===== config.mk =====
export PLATFORM = sky130hd
export DESIGN_NAME = cacheline_arbiter_flat
export DESIGN_NICKNAME = d
export VERILOG_FILES = /design/src/rtl/cacheline_arbiter_pkg.sv /design/src/rtl/cacheline_arbiter_if.sv /design/src/rtl/cacheline_arbiter_rr.sv /design/src/rtl/cacheline_arbiter.sv /design/src/flat_wrapper.sv
export SDC_FILE = /design/constraint.sdc
export NUM_CORES = 1
export LEC_CHECK = 0
export CORE_AREA = 2 2 534 536
export DETAILED_ROUTE_END_ITERATION = 16
export DIE_AREA = 0 0 536 538
export GPL_ROUTABILITY_DRIVEN = 0
export MAX_ROUTING_LAYER = met4
export PLACE_DENSITY_LB_ADDON = 0.25
export SLEW_MARGIN = 20
export SYNTH_ARGS = -nofsm -noshare
export SYNTH_HDL_FRONTEND = slang
export SYNTH_SLANG_ARGS = --single-unit

===== constraint.sdc =====
create_clock -name clk -period 2.99 [get_ports clk]
set_clock_uncertainty 0.15 [all_clocks]
set_input_delay 0.598 -clock clk [delete_from_list [all_inputs] [get_ports clk]]
set_output_delay 0.598 -clock clk [all_outputs]
set_load 0.005 [all_outputs]

===== src/rtl/cacheline_arbiter_pkg.sv =====
// Shared types for the I/D cacheline arbiter: FSM states and grant identifiers.
// Pure type definitions, no latency or flow-control implications.
package arbiter_types;

    typedef enum logic [1:0] {
        IDLE,
        SERVE_I,
        SERVE_D_RD,
        SERVE_D_WR
    } arb_state_t;

    typedef enum logic {
        GRANT_I,
        GRANT_D
    } grant_t;

endpackage


===== src/rtl/cacheline_arbiter_if.sv =====
// Cache-side and pmem-side line signals of the arbiter, bundled as one interface.
// slave = arbiter view; master = the caches and pmem that surround it.
interface cacheline_arbiter_if #(
    parameter int ADDR_W = 32,
    parameter int LINE_W = 256
);
    logic              i_read;
    logic [ADDR_W-1:0] i_addr;
    logic [LINE_W-1:0] i_rdata;
    logic              i_resp;

    logic              d_read;
    logic              d_write;
    logic [ADDR_W-1:0] d_addr;
    logic [LINE_W-1:0] d_wdata;
    logic [LINE_W-1:0] d_rdata;
    logic              d_resp;

    logic              mem_read;
    logic              mem_write;
    logic [ADDR_W-1:0] mem_addr;
    logic [LINE_W-1:0] mem_wdata;
    logic [LINE_W-1:0] mem_rdata;
    logic              mem_resp;

    modport slave (
        input  i_read, i_addr, d_read, d_write, d_addr, d_wdata, mem_rdata, mem_resp,
        output i_rdata, i_resp, d_rdata, d_resp, mem_read, mem_write, mem_addr, mem_wdata
    );

    modport master (
        output i_read, i_addr, d_read, d_write, d_addr, d_wdata, mem_rdata, mem_resp,
        input  i_rdata, i_resp, d_rdata, d_resp, mem_read, mem_write, mem_addr, mem_wdata
    );
endinterface


===== src/rtl/cacheline_arbiter_rr.sv =====
// Two-requester round-robin pick (bit 0 = I, bit 1 = D); combinational, zero latency.
// On a tie the side that did not win last time is chosen; the history register lives in the parent.
module rr_arbiter2
    import arbiter_types::*;
(
    input  logic   [1:0] req,
    input  grant_t       last_grant,
    output grant_t       grant
);

    always_comb begin
        grant = GRANT_I;
        if (req[1] && req[0]) begin
            grant = (last_grant == GRANT_I) ? GRANT_D : GRANT_I;
        end else if (req[1]) begin
            grant = GRANT_D;
        end
    end

endmodule


===== src/rtl/cacheline_arbiter.sv =====
// Shares one pmem line port between I-cache and D-cache; mem_read/mem_write rise one cycle after grant.
// One transaction in flight; the loser keeps its request held until it is served next.
module cacheline_arbiter
    import arbiter_types::*;
#(
    parameter int ADDR_W = 32,
    parameter int LINE_W = 256
) (
    input logic                clk,
    input logic                rst,
    cacheline_arbiter_if.slave bus
);

    arb_state_t        state_q, state_d;
    grant_t            last_grant_q, last_grant_d;
    grant_t            grant;
    logic [ADDR_W-1:0] addr_q, addr_d;
    logic [LINE_W-1:0] wdata_q, wdata_d;
    logic              mem_read_q, mem_read_d;
    logic              mem_write_q, mem_write_d;
    logic              i_pend, d_pend;

    assign i_pend = bus.i_read;
    assign d_pend = bus.d_read | bus.d_write;

    rr_arbiter2 u_rr (
        .req        ({d_pend, i_pend}),
        .last_grant (last_grant_q),
        .grant      (grant)
    );

    always_ff @(posedge clk) begin
        if (rst) begin
            state_q      <= IDLE;
            last_grant_q <= GRANT_I;
            addr_q       <= '0;
            wdata_q      <= '0;
            mem_read_q   <= 1'b0;
            mem_write_q  <= 1'b0;
        end else begin
            state_q      <= state_d;
            last_grant_q <= last_grant_d;
            addr_q       <= addr_d;
            wdata_q      <= wdata_d;
            mem_read_q   <= mem_read_d;
            mem_write_q  <= mem_write_d;
        end
    end

    // A write wins over a simultaneous read on the D side (illegal combination).
    always_comb begin
        state_d      = state_q;
        last_grant_d = last_grant_q;
        addr_d       = addr_q;
        wdata_d      = wdata_q;
        case (state_q)
            IDLE: begin
                if (i_pend || d_pend) begin
                    last_grant_d = grant;
                    if (grant == GRANT_I) begin
                        state_d = SERVE_I;
                        addr_d  = bus.i_addr;
                    end else begin
                        state_d = bus.d_write ? SERVE_D_WR : SERVE_D_RD;
                        addr_d  = bus.d_addr;
                        wdata_d = bus.d_wdata;
                    end
                end
            end
            default: begin
                if (bus.mem_resp) begin
                    state_d = IDLE;
                end
            end
        endcase
        mem_read_d  = (state_d == SERVE_I) || (state_d == SERVE_D_RD);
        mem_write_d = (state_d == SERVE_D_WR);
    end

    assign bus.mem_read  = mem_read_q;
    assign bus.mem_write = mem_write_q;
    assign bus.mem_addr  = addr_q;
    assign bus.mem_wdata = wdata_q;

    // Responses are gated by rst so an abandoned transaction never completes.
    assign bus.i_resp  = !rst && bus.mem_resp && (state_q == SERVE_I);
    assign bus.d_resp  = !rst && bus.mem_resp &&
                         ((state_q == SERVE_D_RD) || (state_q == SERVE_D_WR));
    assign bus.i_rdata = bus.mem_rdata;
    assign bus.d_rdata = bus.mem_rdata;

endmodule


===== src/flat_wrapper.sv =====
// flat-port wrapper written by rule: the top's interface ports become plain ports
module cacheline_arbiter_flat import arbiter_types::*;
#(
    parameter int ADDR_W = 32,
    parameter int LINE_W = 256
)
  (clk, rst, bus_i_read, bus_i_addr, bus_d_read, bus_d_write, bus_d_addr, bus_d_wdata, bus_mem_rdata, bus_mem_resp, bus_i_rdata, bus_i_resp, bus_d_rdata, bus_d_resp, bus_mem_read, bus_mem_write, bus_mem_addr, bus_mem_wdata);
  cacheline_arbiter_if #(.ADDR_W(ADDR_W), .LINE_W(LINE_W)) bus_i ();
  input logic clk;
  input logic rst;
  input wire logic [$bits(bus_i.i_read)-1:0] bus_i_read;
  input wire logic [$bits(bus_i.i_addr)-1:0] bus_i_addr;
  input wire logic [$bits(bus_i.d_read)-1:0] bus_d_read;
  input wire logic [$bits(bus_i.d_write)-1:0] bus_d_write;
  input wire logic [$bits(bus_i.d_addr)-1:0] bus_d_addr;
  input wire logic [$bits(bus_i.d_wdata)-1:0] bus_d_wdata;
  input wire logic [$bits(bus_i.mem_rdata)-1:0] bus_mem_rdata;
  input wire logic [$bits(bus_i.mem_resp)-1:0] bus_mem_resp;
  output wire logic [$bits(bus_i.i_rdata)-1:0] bus_i_rdata;
  output wire logic [$bits(bus_i.i_resp)-1:0] bus_i_resp;
  output wire logic [$bits(bus_i.d_rdata)-1:0] bus_d_rdata;
  output wire logic [$bits(bus_i.d_resp)-1:0] bus_d_resp;
  output wire logic [$bits(bus_i.mem_read)-1:0] bus_mem_read;
  output wire logic [$bits(bus_i.mem_write)-1:0] bus_mem_write;
  output wire logic [$bits(bus_i.mem_addr)-1:0] bus_mem_addr;
  output wire logic [$bits(bus_i.mem_wdata)-1:0] bus_mem_wdata;
  assign bus_i.i_read = bus_i_read;
  assign bus_i.i_addr = bus_i_addr;
  assign bus_i.d_read = bus_d_read;
  assign bus_i.d_write = bus_d_write;
  assign bus_i.d_addr = bus_d_addr;
  assign bus_i.d_wdata = bus_d_wdata;
  assign bus_i.mem_rdata = bus_mem_rdata;
  assign bus_i.mem_resp = bus_mem_resp;
  assign bus_i_rdata = bus_i.i_rdata;
  assign bus_i_resp = bus_i.i_resp;
  assign bus_d_rdata = bus_i.d_rdata;
  assign bus_d_resp = bus_i.d_resp;
  assign bus_mem_read = bus_i.mem_read;
  assign bus_mem_write = bus_i.mem_write;
  assign bus_mem_addr = bus_i.mem_addr;
  assign bus_mem_wdata = bus_i.mem_wdata;
  cacheline_arbiter #(.ADDR_W(ADDR_W), .LINE_W(LINE_W)) u_core (.clk(clk), .rst(rst), .bus(bus_i));
endmodule

==> reports/summary.txt, run 1 <==
outcome -> complete, no violations
post-synthesis sequential area ratio -> 38.6%
Post-route DRC -> 0
synthesized flop and latch total -> 293
CP arrival -> 2060 ps
initial core utilization -> 5.37%
Layout area overhead -> 57.1%
die height -> 538 um
Post-Synth Simple-Gate Area -> 10.6%
PortBufs -> 617
Leakage -> 7.11 nW
Net count, final -> 2506
Max Slew Vio Count -> 0
post-synth net total -> 2470
routed via count -> 14200
Pwr Density -> 631 nW/um^2
clk slew on worst S/H paths -> 60 ps
multi-input gate area in the final layout -> 4720 um^2
Max-cap violations -> 0
Root Buffer -> clkbuf_16
post-DR wirelength/cell -> 25.4 um
Avg Cell Area, Syn -> 8.06 um^2
die width -> 536 um
core area -> 283000 um^2
antenna-violating nets left -> 0
XOR/XNOR share of the synthesized area -> 0%
Warnings, synthesis -> 0
total gr overflow -> 0
antenna violations before repair -> 68
FF-to-FF End -> u_core.bus.mem_wdata[156]$_SDFFE_PP0P_
VDD IR-drop max -> 0.497 mV
cell count after synthesis -> 1887
GRT Util Overall -> 9.98%
hold path start -> rst
worst-case clock buffer depth -> 3
reg-to-reg slack, setup -> 580 ps
Post-Layout Cell Count -> 5743
total CTS buffers -> 49
Sequential Area -> 5870 um^2
hold depth -> 3
mux share of post-synthesis cell area -> 0%
Fill cells -> 33000
Final setup violation count -> 0
largest net degree at the start of global routing -> 136
Mapped Area -> 15200 um^2
clock sinks -> 293
HP Class -> in2reg
DP HPWL -> 121000 um
Final Util -> 8.44%
EDFF count, synth -> 0
Post-Synth Adder-Cell Area -> 0.0823%
first-pass GRT wire length -> 178000 um
Tightest Pin Transition -> 1020 ps
RR Startpoint -> u_core.state_q[1]$_SDFF_PP0_
Clock Latency Late Sink -> 720 ps
min Tclk post-route -> 2810 ps
die area -> 288000 um^2
vias in the first global route -> 14400
CP max FO -> 5
# IOs -> 1386
final setup TNS -> 0 ps
placed cell count -> 5633
layout cells sized above 1 -> 6.98%
Final Hold Viols -> 0
post-synth cell types -> 24
Worst Setup Start Kind -> flop
DRT iter0 DRCs -> 695
CTS tree -> yes
Slew HR -> 31.6%
Most used DFF post-synth -> dfxtp_1
CP Class -> reg2out
Total Power -> 15.1 mW
Compound-Gate Fraction of Synth Area -> 20.2%
TritonRoute pass-1 iters -> 5
Async SR Flop Fraction -> 0%
final wirelength -> 146000 um
r2r worst-path depth -> 4
largest family of logic cells by synthesized area -> buffers and inverters
H-tree lvl count -> 2
Critical Path End Type -> primary output
RSZ-0062 raised after global routing -> false
fin crit share -> 93.9%
Endpoint, Worst Hold -> u_core.bus.mem_addr[28]$_SDFFE_PP0P_
DR vias/cell -> 2.48
# rows -> 196
Req. time, crit path -> 2240 ps
Setup Fix Bufs, Post-CTS -> 0
fmax -> 0.356 GHz
## synthesized netlist by cell type (2+ instances only)
| library cell | n | area, um^2 |
|---|---|---|
| a21oi_1 | 291 | 1460 |
| a311oi_1 | 32 | 280 |
| buf_2 | 31 | 155 |
| buf_4 | 539 | 4050 |
| buf_6 | 5 | 56.3 |
| clkbuf_1 | 100 | 375 |
| dfxtp_1 | 293 | 5870 |
| nand2_1 | 67 | 251 |
| nand2b_1 | 2 | 12.5 |
| nand3_1 | 256 | 1280 |
| nor2b_1 | 2 | 12.5 |
| o21ai_0 | 257 | 1290 |
## report_power, final
group	internal [mW]	switching (mW)	total, mW
clock	3.88	2.64	6.52
sequential	4.37	0.295	4.66
combinational	1.67	2.23	3.90
total	9.91	5.17	15.1
## sequential cells by signal, summed over array words and instances (netlist names)
register and cells:
u_core.bus.mem_addr 32, u_core.bus.mem_read 1, u_core.bus.mem_wdata 256, u_core.bus.mem_write 1, u_core.last_grant_q 1, u_core.state_q 2
## kinds of logic (layout without fill, tap and decap cells)
group,count (synthesis),after routing
flip-flops,293,293
other,0,18
buffers and inverters,676,752
AO/OA/AOI/OAI,583,583
adder cells (fa/ha/maj),1,1
AND/OR/NAND/NOR,334,334
## through the flow
step / setup WS, ps / area, um^2 / hold slack (ps)
finish: 183 / 23900 / 274
detailed placement: -146 / 22100 / 317
global route: 77.5 / 23900 / 223
CTS: 48.0 / 23900 / 162
floorplan: 895 / 15200 / 320
global placement: -175 / 22100 / 311
## critical path: stages, from the launching register on
cell             delay, ps
dfxtp_1                440
nor4bb_1               340
clkdlybuf4s50_1        550
## how the worst max path moves through the flow
stage | startpoint | endpoint | slack (ps) | depth (start not counted)
after global placement | bus_d_write | u_core.bus.mem_addr[6]$_SDFFE_PP0P_ | -170 | 4
after CTS | u_core.state_q[1]$_SDFF_PP0_ | bus_i_resp | 50 | 2
after detailed placement | bus_d_write | u_core.bus.mem_addr[31]$_SDFFE_PP0P_ | -150 | 4
final | u_core.state_q[1]$_SDFF_PP0_ | bus_i_resp | 180 | 2
after floorplan | bus_d_write | u_core.bus.mem_read$_SDFF_PP0_ | 890 | 7
after global routing | u_core.state_q[1]$_SDFF_PP0_ | bus_i_resp | 80 | 2
## placed cells by master, fill, tap and decap left out, drive strengths merged, types with 2 or more instances in the layout
cell type | Yosys | layout
a311oi | 32 | 32
a21oi | 291 | 291
bufinv | 0 | 8
clkdlybuf4s50 | 0 | 616
nor2b | 2 | 2
clkinv | 0 | 18
buf | 576 | 44
nor2 | 2 | 2
o21ai | 257 | 257
diode | 0 | 18
clkinvlp | 0 | 3
nand2b | 2 | 2
nand3 | 256 | 256
nand2 | 67 | 67
inv | 0 | 2
clkbuf | 100 | 60
dfxtp | 293 | 293
## per-layer routing
metal | GRT usage (%) | up-vias | wire [um]
met4 | 5.90 | 0 | 10200
met2 | 14.8 | 1083 | 62800
li1 | - | 6077 | -
met1 | 8.11 | 6505 | 42400
met3 | 9.25 | 552 | 30700
met5 | - | - | 0
## repair_timing
item                       4_1_cts  5_1_grt
resized for setup                1        0
setup endpoints to repair        1        0
hold endpoints to repair         3        0
hold buffers                     1        0
## area by class of cell
class / count / area share [%]
timing repair buffer: 661 / 28.4
multi-input combinational: 918 / 19.7
clock inverter: 31 / 1.85
clock buffer: 60 / 5.56
sequential: 293 / 24.6
antenna: 18 / 0.189
tap: 3762 / 19.7
Note: power is estimated with default switching activity, not from simulation.
==> run 2, diff against run 1 <==
CORE_AREA = 2 2 537 539   (was 2 2 534 536)
DIE_AREA = 0 0 539 541   (was 0 0 536 538)
clock period = 2.55 ns   (was 2.99 ns; I/O delays follow)
==> reports/summary.txt, run 2 (synthesis gave the netlist of run 1 again) <==
setup slack after placement -> -501 ps
min Tclk post-route -> 2470 ps
met2 Usage GRT -> 15.4%
clock sinks -> 293
max incr delay on CP -> 780 ps
first-pass GRT wire length -> 184000 um
commonest cells after routing, fill and taps aside -> clkdlybuf4s50_1, dfxtp_1, a21oi_1, o21ai_0, nand3_1
total gr overflow -> 0
Worst Setup Start Kind -> flop
antenna violations before repair -> 76
WP buf/inv -> 1
clk slew on worst S/H paths -> 60 ps
Max-cap violations -> 0
Fill cells -> 33500
DRT iter0 DRCs -> 833
CP max FO -> 2
RSZ-0062 raised after global routing -> false
Final setup violation count -> 0
Crit. path cell count -> 1
final instance area -> 23900 um^2
outcome -> complete, no violations
met3 usage -> 9.09%
layout cells sized above 1 -> 7.56%
Post-route DRC -> 0
Final Hold Viols -> 0
Setup Fix Bufs, Post-CTS -> 0
Seq pwr share -> 30.7%
Tightest Pin Transition -> 799 ps
Leakage -> 7.52 nW
CTS tree -> yes
Clock power frac -> 43.3%
setup ws final -> 84.5 ps
VDD IR-drop max -> 0.492 mV
Net Sw Frac -> 34.0%
GRT Util Overall -> 10.2%
routed via count -> 14300
final wirelength -> 151000 um
die width -> 539 um
antenna-violating nets left -> 0
DP HPWL -> 127000 um
commonest non-fill, non-tap cell in the layout -> clkdlybuf4s50_1
core area -> 286000 um^2
CP Cell Sequence -> clkdlybuf4s50_1
H-tree lvl count -> 2
TritonRoute pass-1 iters -> 7
PortBufs -> 617
fmax -> 0.406 GHz
Max Slew Vio Count -> 0
post-DR wirelength/cell -> 26.2 um
Pwr Density -> 740 nW/um^2
worst-case clock buffer depth -> 3
Net Switching -> 6.02 mW
Total Power -> 17.7 mW
HP Class -> in2reg
RR Startpoint -> u_core.state_q[0]$_SDFF_PP0_
Clock Latency Late Sink -> 670 ps
initial core utilization -> 5.31%
hold path start -> bus_d_wdata[72]
hold depth -> 3
DP Area -> 22100 um^2
DR vias/cell -> 2.48
Internal Power -> 11.7 mW
CP arrival -> 1810 ps
Layout area overhead -> 57.1%
Critical Path Source -> u_core.bus.mem_wdata[210]$_SDFFE_PP0P_
# IOs -> 1386
Critical Path End Type -> primary output
logic gate share of total power -> 26.0%
Slew HR -> 46.7%
max reg flops -> 256
Req. time, crit path -> 1890 ps
die area -> 292000 um^2
total CTS buffers -> 49
r2r worst-path depth -> 5
largest net degree at the start of global routing -> 108
top cell family by delay on the critical path -> buffers and inverters
Net count, final -> 2514
slowest CP cell -> clkdlybuf4s50_1
die height -> 541 um
grt met1 use -> 8.16%
Root Buffer -> clkbuf_16
fin crit share -> 96.7%
# rows -> 197
GRT busiest layer -> met2
vias in the first global route -> 14400
CP Class -> reg2out
run 2: changes by cell type in the layout (fill, tap and decap cells not counted), sizes merged:
cell           before  now
clkdlybuf4s50     616  541
dlygate4sd2         0   61
buf                44   59
clkinv             18    7
dlymetal6s2s        0    8
clkbuf             60   67
inv                 2    7
diode              18   16
bufinv              8    7
clkinvlp            3    2
dlygate4sd3         1    0
run 2: power groups by stage:
stage | registers (mW) | logic [mW] | clock network (mW)
after floorplan | 5.49 | 2.21 | 0
after global placement | 5.51 | 4.86 | 0
after detailed placement | 5.52 | 4.83 | 0
after CTS | 5.43 | 4.77 | 8.09
after global routing | 5.49 | 5.04 | 8.17
final | 5.43 | 4.60 | 7.65
run 2: what timing repair did:
item,CTS,global route
hold buffers,0,0
gates resized for setup,61,8
setup endpoints to repair,61,8
hold endpoints to repair,0,0
run 2: area by class of cell:
| type | instances | area, um^2 | share of cell area [%] |
|---|---|---|---|
| antenna | 16 | 40.0 | 0.168 |
| clock buffer | 67 | 1430 | 5.96 |
| clock inverter | 23 | 355 | 1.49 |
| multi-input combinational | 918 | 4720 | 19.7 |
| sequential | 293 | 5870 | 24.5 |
| tap | 3781 | 4730 | 19.8 |
| timing repair buffer | 669 | 6760 | 28.3 |
run 2: layer usage:
layer  vias up  part of all wire [%]
met3       532                    20
met2      1147                    44
met5         -                     0
met4         0                   7.6
li1       6087                     -
met1      6554                    29
run 2: worst paths after layout:
| kind | end | slack, ps |
|---|---|---|
| max | bus_mem_wdata[210] | 80 |
| min | u_core.bus.mem_wdata[72]$_SDFFE_PP0P_ | 210 |
| max reg2reg | u_core.bus.mem_addr[13]$_SDFFE_PP0P_ | 470 |
| min reg2reg | u_core.bus.mem_wdata[106]$_SDFFE_PP0P_ | 320 |
run 2: stage by stage:
step                instances  TNS (ps)  utilization, %  hold slack [ps]
global route             5759         0            8.34              143
finish                   5767         0            8.34              212
CTS                      5751         0            8.32             92.1
global placement         5661    -96450            7.73              310
floorplan                1887         0               -              320
detailed placement       5661    -96760            7.73              317
==> run 3, diff against run 2 <==
SKIP_LAST_GASP = 1   (was not set)
SLEW_MARGIN = 10   (was 20)
==> results of run 3 <==
Same layout as run 2: the final DEF is identical, and so are final timing and power.
==> edit (flow settings as in run 2) <==
`LINE_W` is set to 256 in 3 places; all go to 264.
--- a/src/rtl/cacheline_arbiter_if.sv
+++ b/src/rtl/cacheline_arbiter_if.sv
@@ -3,5 +3,5 @@
 interface cacheline_arbiter_if #(
     parameter int ADDR_W = 32,
-    parameter int LINE_W = 256
+    parameter int LINE_W = 264
 );
     logic              i_read;
--- a/src/rtl/cacheline_arbiter.sv
+++ b/src/rtl/cacheline_arbiter.sv
@@ -5,5 +5,5 @@
 #(
     parameter int ADDR_W = 32,
-    parameter int LINE_W = 256
+    parameter int LINE_W = 264
 ) (
     input logic                clk,
--- a/src/flat_wrapper.sv
+++ b/src/flat_wrapper.sv
@@ -3,5 +3,5 @@
 #(
     parameter int ADDR_W = 32,
-    parameter int LINE_W = 256
+    parameter int LINE_W = 264
 )
   (clk, rst, bus_i_read, bus_i_addr, bus_d_read, bus_d_write, bus_d_addr, bus_d_wdata, bus_mem_rdata, bus_mem_resp, bus_i_rdata, bus_i_resp, bus_d_rdata, bus_d_resp, bus_mem_read, bus_mem_write, bus_mem_addr, bus_mem_wdata);
Interface: changed (5 resized); port bits go from 1386 to 1426. No check against the original RTL was run, so the function may have changed too.
==> edit against run 2 <==
Highest routed layer unchanged. Sequential cell count up 8. Non-clock buffer count up 22. Synthesized area up 2.1%. Hold slack worse by 76 ps. Final area up 1.7%. Worst setup slack better by 3.6 ps. Total power down 0.91%. Wire length down 0.12%. Critical endpoint is now bus_mem_wdata[109]. Global-route usage about the same.
==> edit: results (changes against run 2) <==
Multi-input gate area=4836 µm² (+2.5%); nets=2584 (+2.8%); Non-clock buffer share=28.99% (+0.69 points); critical-path maximum fanout=2 (unchanged); max FFs per register=264 (+3.1%); top cells by area, synth=dfxtp_1 (39%), buf_4 (26%), a21oi_1 (9.6%), o21ai_0 (8.5%), nand3_1 (8.5%); worst setup path start=u_core.bus.mem_wdata[109]; DR pass1 iterations=5 (-2); WS Path Type=reg2out; Synth top cells by count=buf_4 (537), dfxtp_1 (301), a21oi_1 (299), o21ai_0 (265), nand3_1 (264); Non-CTS buffers=691 (+3.3%); DP Worst Slack=-183.5 ps (+317.7 ps); Adder-Cell Fraction of Synth Area=0.08061% (-0.0017 points); fin cells=5814 (+0.81%); Peak VDD IR=0.4988 mV (+1.4%); reg2reg path depth=3 (-2); cell count after synthesis=1938 (+2.7%); Seq cells=301 (+2.7%); synth unique cells=23 (-4.2%); Cells after DPL=5715 (+0.95%); min Tclk post-route=2462 ps (-3.583 ps); comb_multi_in=942 (+2.6%); clk_lat worst skew=690 ps (+20 ps); combinational power share=26.8% (+0.8 points); Compound-Gate Fraction of Synth Area=20.30% (+0.099 points); Layout fillers=33420 (-0.26%); first-pass GRT wire length=184700 µm (+0.22%); post-synth net total=2537 (+2.7%); sequential-to-total area share from yosys stat=38.82% (+0.25 points); GRT Total Usage=10.23% (about the same); Max-slew headroom=25.45% (-21 points); Port Buffers=633 (+2.6%); CP Data Arrival Time=between 1500 and 2000 ps; Setup crit end=bus_mem_wdata[109]; dpl hpwl=127600 µm (+0.61%); min-delay src=rst; layout cells sized above 1=6.977% (-0.59 points); comb pwr=4.70 mW (+2%); final slew viol count=0 (unchanged); ANT cells=12 (-4); Initial DRC Count=838 (+0.60%); Seq/total area=24.82% (+0.28 points); average wire per standard cell=25.92 µm (-0.93%); Endpoint, Worst Hold=u_core.bus.mem_wdata[174]; RR Endpoint=u_core.bus.mem_addr[23]; initial antenna violation count=62 (-18%); Clock-cell share=6.685% (-0.77 points); status=finished, final reports clean; final hold slack=135.7 ps (-75.85 ps); largest net degree at the start of global routing=123 (+14%); Placed Area=22720 µm² (+2.7%); total number of vias=14580 (+1.8%); synthesis-to-layout area growth=56.51%; Clock Buffer Count=70 (+4.5%); worst r2r src=u_core.state_q[1]
## edit: cell count changes in the layout (fill, tap and decap cells not counted), moves of 3 or more
cell                    run 2  this run
dfxtp_1                   293       299
dlygate4sd2_1              61        73
dlymetal6s2s_1              8         3
a21oi_1                   291       299
bufinv_16                   7         3
clkdlybuf4s50_1           541       556
o21ai_0                   257       265
buf_12                     21        28
diode_2                    16        12
nand3_1                   256       264
clkbuf_8                   11         8
clkbuf_1                    6        12
buf_4                      37        30
## edit: layer usage
layer  GRT usage [%]  part of all wire (%)  up-vias
li1                -                     -     6253
met1           8.283                    29     6663
met2           13.91                    40     1201
met3           11.58                    25      460
met4           5.269                   5.9        0
met5               -                     0        -
## edit: timing repair
| item | 4_1_cts | 5_1_grt |
|---|---|---|
| pin swaps | 0 | 0 |
| gates cloned | 0 | 0 |
| resized for setup | 76 | 3 |
| setup endpoints to repair | 73 | 3 |
| setup buffers | 0 | 0 |
## edit: worst min-delay path, cell delays in order
cell and delay [ps]:
buf_8 130, buf_12 220, a21oi_1 70
